### src/rtl/keypad_scanner.sv
// 4x4 matrix keypad scanner: drives col one-hot-low, debounces row, emits value + key_flag.
// Ports: clk, rst (sync active-low), row[3:0] in, col[3:0]/value[3:0]/key_flag/key_down out.
module keypad_scanner #(
  parameter int SCAN_DIV     = 100000,
  parameter int DEBOUNCE_CNT = 10
) (
  input  logic       clk,
  input  logic       rst,
  input  logic [3:0] row,
  output logic [3:0] col,
  output logic [3:0] value,
  output logic       key_flag,
  output logic       key_down
);

  localparam int DW = $clog2(SCAN_DIV);
  localparam int CW = (DEBOUNCE_CNT > 1) ? $clog2(DEBOUNCE_CNT) : 1;
  localparam logic [DW-1:0] DIV_LAST = DW'(SCAN_DIV - 1);
  localparam logic [CW-1:0] CNT_LAST = CW'(DEBOUNCE_CNT - 1);

  typedef enum logic [1:0] {
    SCAN,
    CONFIRM,
    HELD,
    RELEASE
  } state_t;

  state_t        state_q, state_d;
  logic [DW-1:0] div_q, div_d;
  logic [CW-1:0] cnt_q, cnt_d;
  logic [1:0]    cidx_q, cidx_d;
  logic [1:0]    kr_q, kr_d;
  logic [3:0]    value_q, value_d;
  logic          flag_q, flag_d;
  logic          down_q, down_d;
  logic [3:0]    r1_q;
  logic [3:0]    rs_q;

  logic       tick;
  logic       hit;
  logic [1:0] kr_new;

  always_comb begin
    if (!rs_q[0])      kr_new = 2'd0;
    else if (!rs_q[1]) kr_new = 2'd1;
    else if (!rs_q[2]) kr_new = 2'd2;
    else               kr_new = 2'd3;
  end

  always_comb begin
    tick    = (div_q == DIV_LAST);
    hit     = ~rs_q[kr_q];
    div_d   = tick ? '0 : div_q + DW'(1);
    state_d = state_q;
    cnt_d   = cnt_q;
    cidx_d  = cidx_q;
    kr_d    = kr_q;
    value_d = value_q;
    flag_d  = 1'b0;
    down_d  = down_q;
    if (tick) begin
      unique case (state_q)
        SCAN: begin
          if (rs_q == 4'hF) begin
            cidx_d = cidx_q + 2'd1;
          end else begin
            kr_d = kr_new;
            if (DEBOUNCE_CNT == 1) begin
              value_d = {kr_new, cidx_q};
              flag_d  = 1'b1;
              down_d  = 1'b1;
              state_d = HELD;
            end else begin
              cnt_d   = CW'(1);
              state_d = CONFIRM;
            end
          end
        end
        CONFIRM: begin
          if (hit) begin
            if (cnt_q == CNT_LAST) begin
              value_d = {kr_q, cidx_q};
              flag_d  = 1'b1;
              down_d  = 1'b1;
              state_d = HELD;
            end else begin
              cnt_d = cnt_q + CW'(1);
            end
          end else begin
            state_d = SCAN;
            cidx_d  = cidx_q + 2'd1;
          end
        end
        HELD: begin
          if (!hit) begin
            if (DEBOUNCE_CNT == 1) begin
              down_d  = 1'b0;
              state_d = SCAN;
              cidx_d  = cidx_q + 2'd1;
            end else begin
              cnt_d   = CW'(1);
              state_d = RELEASE;
            end
          end
        end
        RELEASE: begin
          if (!hit) begin
            if (cnt_q == CNT_LAST) begin
              down_d  = 1'b0;
              state_d = SCAN;
              cidx_d  = cidx_q + 2'd1;
            end else begin
              cnt_d = cnt_q + CW'(1);
            end
          end else begin
            state_d = HELD;
          end
        end
        default: state_d = SCAN;
      endcase
    end
  end

  always_ff @(posedge clk) begin
    if (!rst) begin
      state_q <= SCAN;
      div_q   <= '0;
      cnt_q   <= '0;
      cidx_q  <= 2'd0;
      kr_q    <= 2'd0;
      value_q <= 4'd0;
      flag_q  <= 1'b0;
      down_q  <= 1'b0;
      r1_q    <= 4'hF;
      rs_q    <= 4'hF;
    end else begin
      state_q <= state_d;
      div_q   <= div_d;
      cnt_q   <= cnt_d;
      cidx_q  <= cidx_d;
      kr_q    <= kr_d;
      value_q <= value_d;
      flag_q  <= flag_d;
      down_q  <= down_d;
      r1_q    <= row;
      rs_q    <= r1_q;
    end
  end

  assign col      = ~(4'b0001 << cidx_q);
  assign value    = value_q;
  assign key_flag = flag_q;
  assign key_down = down_q;

endmodule

### config.mk
export PLATFORM = sky130hd
export DESIGN_NAME = keypad_scanner
export DESIGN_NICKNAME = d
export VERILOG_FILES = /design/src/rtl/keypad_scanner.sv
export SDC_FILE = /design/constraint.sdc
export NUM_CORES = 1
export LEC_CHECK = 0
export CAP_MARGIN = 20
export CORE_UTILIZATION = 50
export CTS_BUF_LIST = sky130_fd_sc_hd__clkbuf_8
export CTS_CLUSTER_DIAMETER = 100
export DETAILED_ROUTE_END_ITERATION = 16
export GPL_ROUTABILITY_DRIVEN = 0
export PLACE_DENSITY = 0.71
export SLEW_MARGIN = 20
export SYNTH_ARGS = -nofsm -noshare
export SYNTH_HDL_FRONTEND = slang
export SYNTH_SLANG_ARGS = --single-unit
export TNS_END_PERCENT = 1
### constraint.sdc
create_clock -name clk -period 2.6 [get_ports clk]
set_input_delay 0.39 -clock clk [delete_from_list [all_inputs] [get_ports clk]]
set_output_delay 0.39 -clock clk [all_outputs]
set_load 0.03 [all_outputs]
==> metrics list <==
- CP startpoint kind: flip-flop
* Net count of the finished layout: 234
- Die ar.: 0.00394 mm²
* Proportion of power drawn by combinational gates: 0.034
* Initial cell density of the core: 0.536
- At the worst endpoint, the arrival time is 2.37 ns.
* Peak Freq: 454 MHz
- Max-Slew Margin vs Limit: 0.620
- For this run, design rule violations remaining after detail routing come to 0.
- Most used routing layer: met2
- Row Count: 21
- Estimated wirelength of the detail-placed design: 2.47 mm
- The worst setup path is of the reg -> reg kind.
- Part of the Yosys area used for sequential elements: 0.445
- Maximum clock path buffer count: 2
- The largest total area in the synthesized netlist belongs to dfxtp_1.
- DRT iter0 DRCs: 44
- For the pin with the worst max-slew slack, the measured transition is 0.566 ns.
* Switching power share of the total: 0.197
* Total count of hold-check failures in the final report: 0
- The final layout contains routed wiring with a total length of 3.32 mm.
* Kind of capture point of the worst setup path: flip-flop
- Maximum Capacitance Violations: 0
- Synthesized flop and latch total: 41
* Clock network power share: 0.431
* Number of nets in the synthesized netlist: 218
* Required time reported for the critical path endpoint: 2.77 ns
- Run status: complete, no violations
- Final number of setup-violating endpoints: 0
* Clock tree from TritonCTS: done
- After global routing the overflow that remains totals 0.
* Cell Chain, Critical Path: or4_4, or4_1, nand2_1, nor2_1
- Setup total negative slack: 0 ns
- Max FO, Critical Path: 15
- Core area: 0.00344 mm²
* Met2 layer usage reported by global route: 0.292
* Global-route wire length before repair: 5.80 mm
* Pre-CTS setup slack: 0.394 ns
- VDD sags by at most 330 µV.
- In this run the number of H-tree levels came out at 2.
- Dividing the detail-routed wire length by the instance count gives 12.4 µm.
- Aggregate global-route resource usage: 0.191
- The clock drives 41 sinks.
- Number of antenna-violating nets in the routed design: 0
- Clock Root Buffer: clkbuf_8
- In the final layout, the share of cells above drive strength 1 is 0.0811.
- The Yosys step of the flow raised 0 warnings.
* Portion of synthesized cell area occupied by the leading cell type: 0.445
- After clock tree synthesis, the clock-pin slew on the worst setup and hold paths is 0.07 ns.
* Post-synthesis instance area: 0.00185 mm²
* Proportion of power drawn by flip-flops and latches: 0.536
- Routed via count divided by cell count: 5.41
- Max Clock Skew: 0.00521 ns
- Cell type group with the largest total delay on the critical path: simple AND/OR/NAND/NOR gates
- Peak per-stage delay on the critical path: 0.64 ns
- The number of placed instances, taps included, is 260.
* First-pass detailed-route iteration total: 4
- In this run the horizontal extent of the chip is 62.8 µm.
- IO Count: 16
- For this design the total switching power over the nets is 0.000237 W.
- Synthesis handed over a netlist of 205 instances.
- Post-Route Utilization: 0.625
* Top cells by area in the synthesized netlist: dfxtp_1 44%, nor2_1 5.7%, ha_1 4.7%, xnor2_1 3.8%, xor2_1 3.3%
* Leakage Power: 0.823 nW
- Maximum number of pins on one net before global-route repair: 17
* Post-cts repair resize count: 0
- Setup slack closes at 0.398 ns.
* Minimum clock period: 2.20 ns
- Number of I/O port buffers: 15
* Area delta synth->final: 16.6%
- Hold/Removal Path Class: reg -> reg
- Setup repair after global routing left no endpoint under its margin.
- The number of pins with negative max-slew slack in the final report came to 0.
- Together, buffers and inverters on the worst path number 0.
- The tightest hold path in the finished design has a slack of 0.413 ns.
* Number of hold-repair buffers added at the cts stage: 0
- Average cell area after synthesis: 9.00 µm²
- Met3 capacity usage during global routing: 0.0602
* Antenna diode instance count: 0
- The final route contains 1449 vias.
- In this run, distinct cell masters in the synthesized netlist total 39.
* Slowest library cell on the worst path: or4_1
- Clock latency on the worst-skew pair, taken at its later pin, is 0.29 ns.
- Met1 global-route usage: 0.243
- The number of antenna violations at the first check in global routing came to 0.
- Power per unit of standard cell area: 559 mW/mm²
- The internal portion of the total power is 0.000966 W.
- Number of global-route vias before repair: 1298
- Share of the clock period used by the worst path after layout: 0.847
* Number of standard cells in the final layout excluding fillers: 268
- Number of buffers inserted by post-CTS setup repair: 0
- Number of CTS-inserted buffers: 5
- Die Height: 62.8 µm
worst paths after layout:
path	from	end	slack, ns	cells past startpoint
hold reg to reg	r1_q[3]	rs_q[3]	0.41	1
setup reg to reg	div_q[12]	div_q[15]	0.40	4
setup / recovery	div_q[12]	div_q[15]	0.40	4
hold / removal	r1_q[3]	rs_q[3]	0.41	1
logic make-up (layout without fill, tap and decap cells):
kind of cell / count (synthesis) / after routing / share of synthesized area
and+or+nand+nor: 93 / 93 / 0.268
DFF: 41 / 41 / 0.445
AOI/OAI and AO/OA: 22 / 22 / 0.0807
buffers and inverters: 20 / 37 / 0.0420
xor gates and xnor gates: 15 / 15 / 0.0712
adders and majority gates: 7 / 7 / 0.0475
muxes: 7 / 7 / 0.0454
metrics by stage:
step	total power, W	area, µm²
final	0.00120	2150
after global routing	0.00125	2150
after CTS	0.00122	2150
after detailed placement	0.000699	2040
after global placement	0.000697	2040
after floorplan	0.000683	1850
cells in the mapped netlist:
library cell  count
a211oi_1          1
nand2b_1          9
a21oi_1           7
nand4_1           9
or2_2             2
a21boi_0          1
inv_1            12
o21ai_0           5
ha_1              7
nor2_1           28
nor3_1            4
o31a_1            1
o211ai_2          1
mux4_2            1
clkbuf_1          6
dfxtp_1          41
nor4_1            1
a211o_1           1
o21a_1            2
nand3_1          11
or3_1             3
buf_2             2
and3b_1           1
xnor2_1           8
nand4b_1          1
mux2_2            1
nor2b_1           1
a311oi_1          1
nor4bb_1          1
o211a_1           2
or4_1             1
xor2_1            7
or4_4             1
nand2_1          14
and3_1            2
and3_2            2
mux2i_1           5
nor4_4            1
nand4bb_1         1
power groups by stage:
stage / logic, W / clock network, W / registers [W]
floorplan: 0.0000262 / 0 / 0.000657
CTS: 0.0000411 / 0.000534 / 0.000644
global placement: 0.0000397 / 0 / 0.000657
detailed placement: 0.0000409 / 0 / 0.000658
finish: 0.0000407 / 0.000518 / 0.000644
global route: 0.0000450 / 0.000563 / 0.000646
flip-flops by register name, summed over array words and instances (netlist names), named ones only:
name	count
div_q	17
cnt_q	4
r1_q	4
rs_q	4
value	4
cidx_q	2
kr_q	2
key_down	1
key_flag	1
state_q	1
worst reg2reg max path: cells and delay by family (launching register included):
kind / cells / cell delay (ns)
DFF: 1 / 0.35
and+or+nand+nor: 4 / 1.72
layout make-up:
type | count | area (µm²)
flip-flops and latches | 41 | 821
repair buffers | 17 | 165
clock inverters | 2 | 33.8
fillers | 307 | 1290
multi-input cells | 144 | 947
clock buffers | 6 | 82.6
well taps | 46 | 57.6
inverters | 12 | 45.0
cell usage in the layout, fill, tap and decap left out, drive strengths merged, types with 2 or more instances in the layout:
cell type	instances
o21a	2
nor2	28
nor3	4
nand2	14
a21oi	7
clkdlybuf4s50	15
or3	3
inv	13
dfxtp	41
xnor2	8
or2	2
clkbuf	6
mux2i	5
xor2	7
nand3	11
o21ai	5
ha	7
o211a	2
buf	2
nand4	9
or4	2
nor4	2
nand2b	9
and3	4
layer usage:
metal / part of all wire / up-vias
met5: 0 / -
met4: 0.019 / 0
met3: 0.032 / 7
met2: 0.46 / 19
met1: 0.49 / 692
li1: - / 731
(Power assumes the default switching activity.)
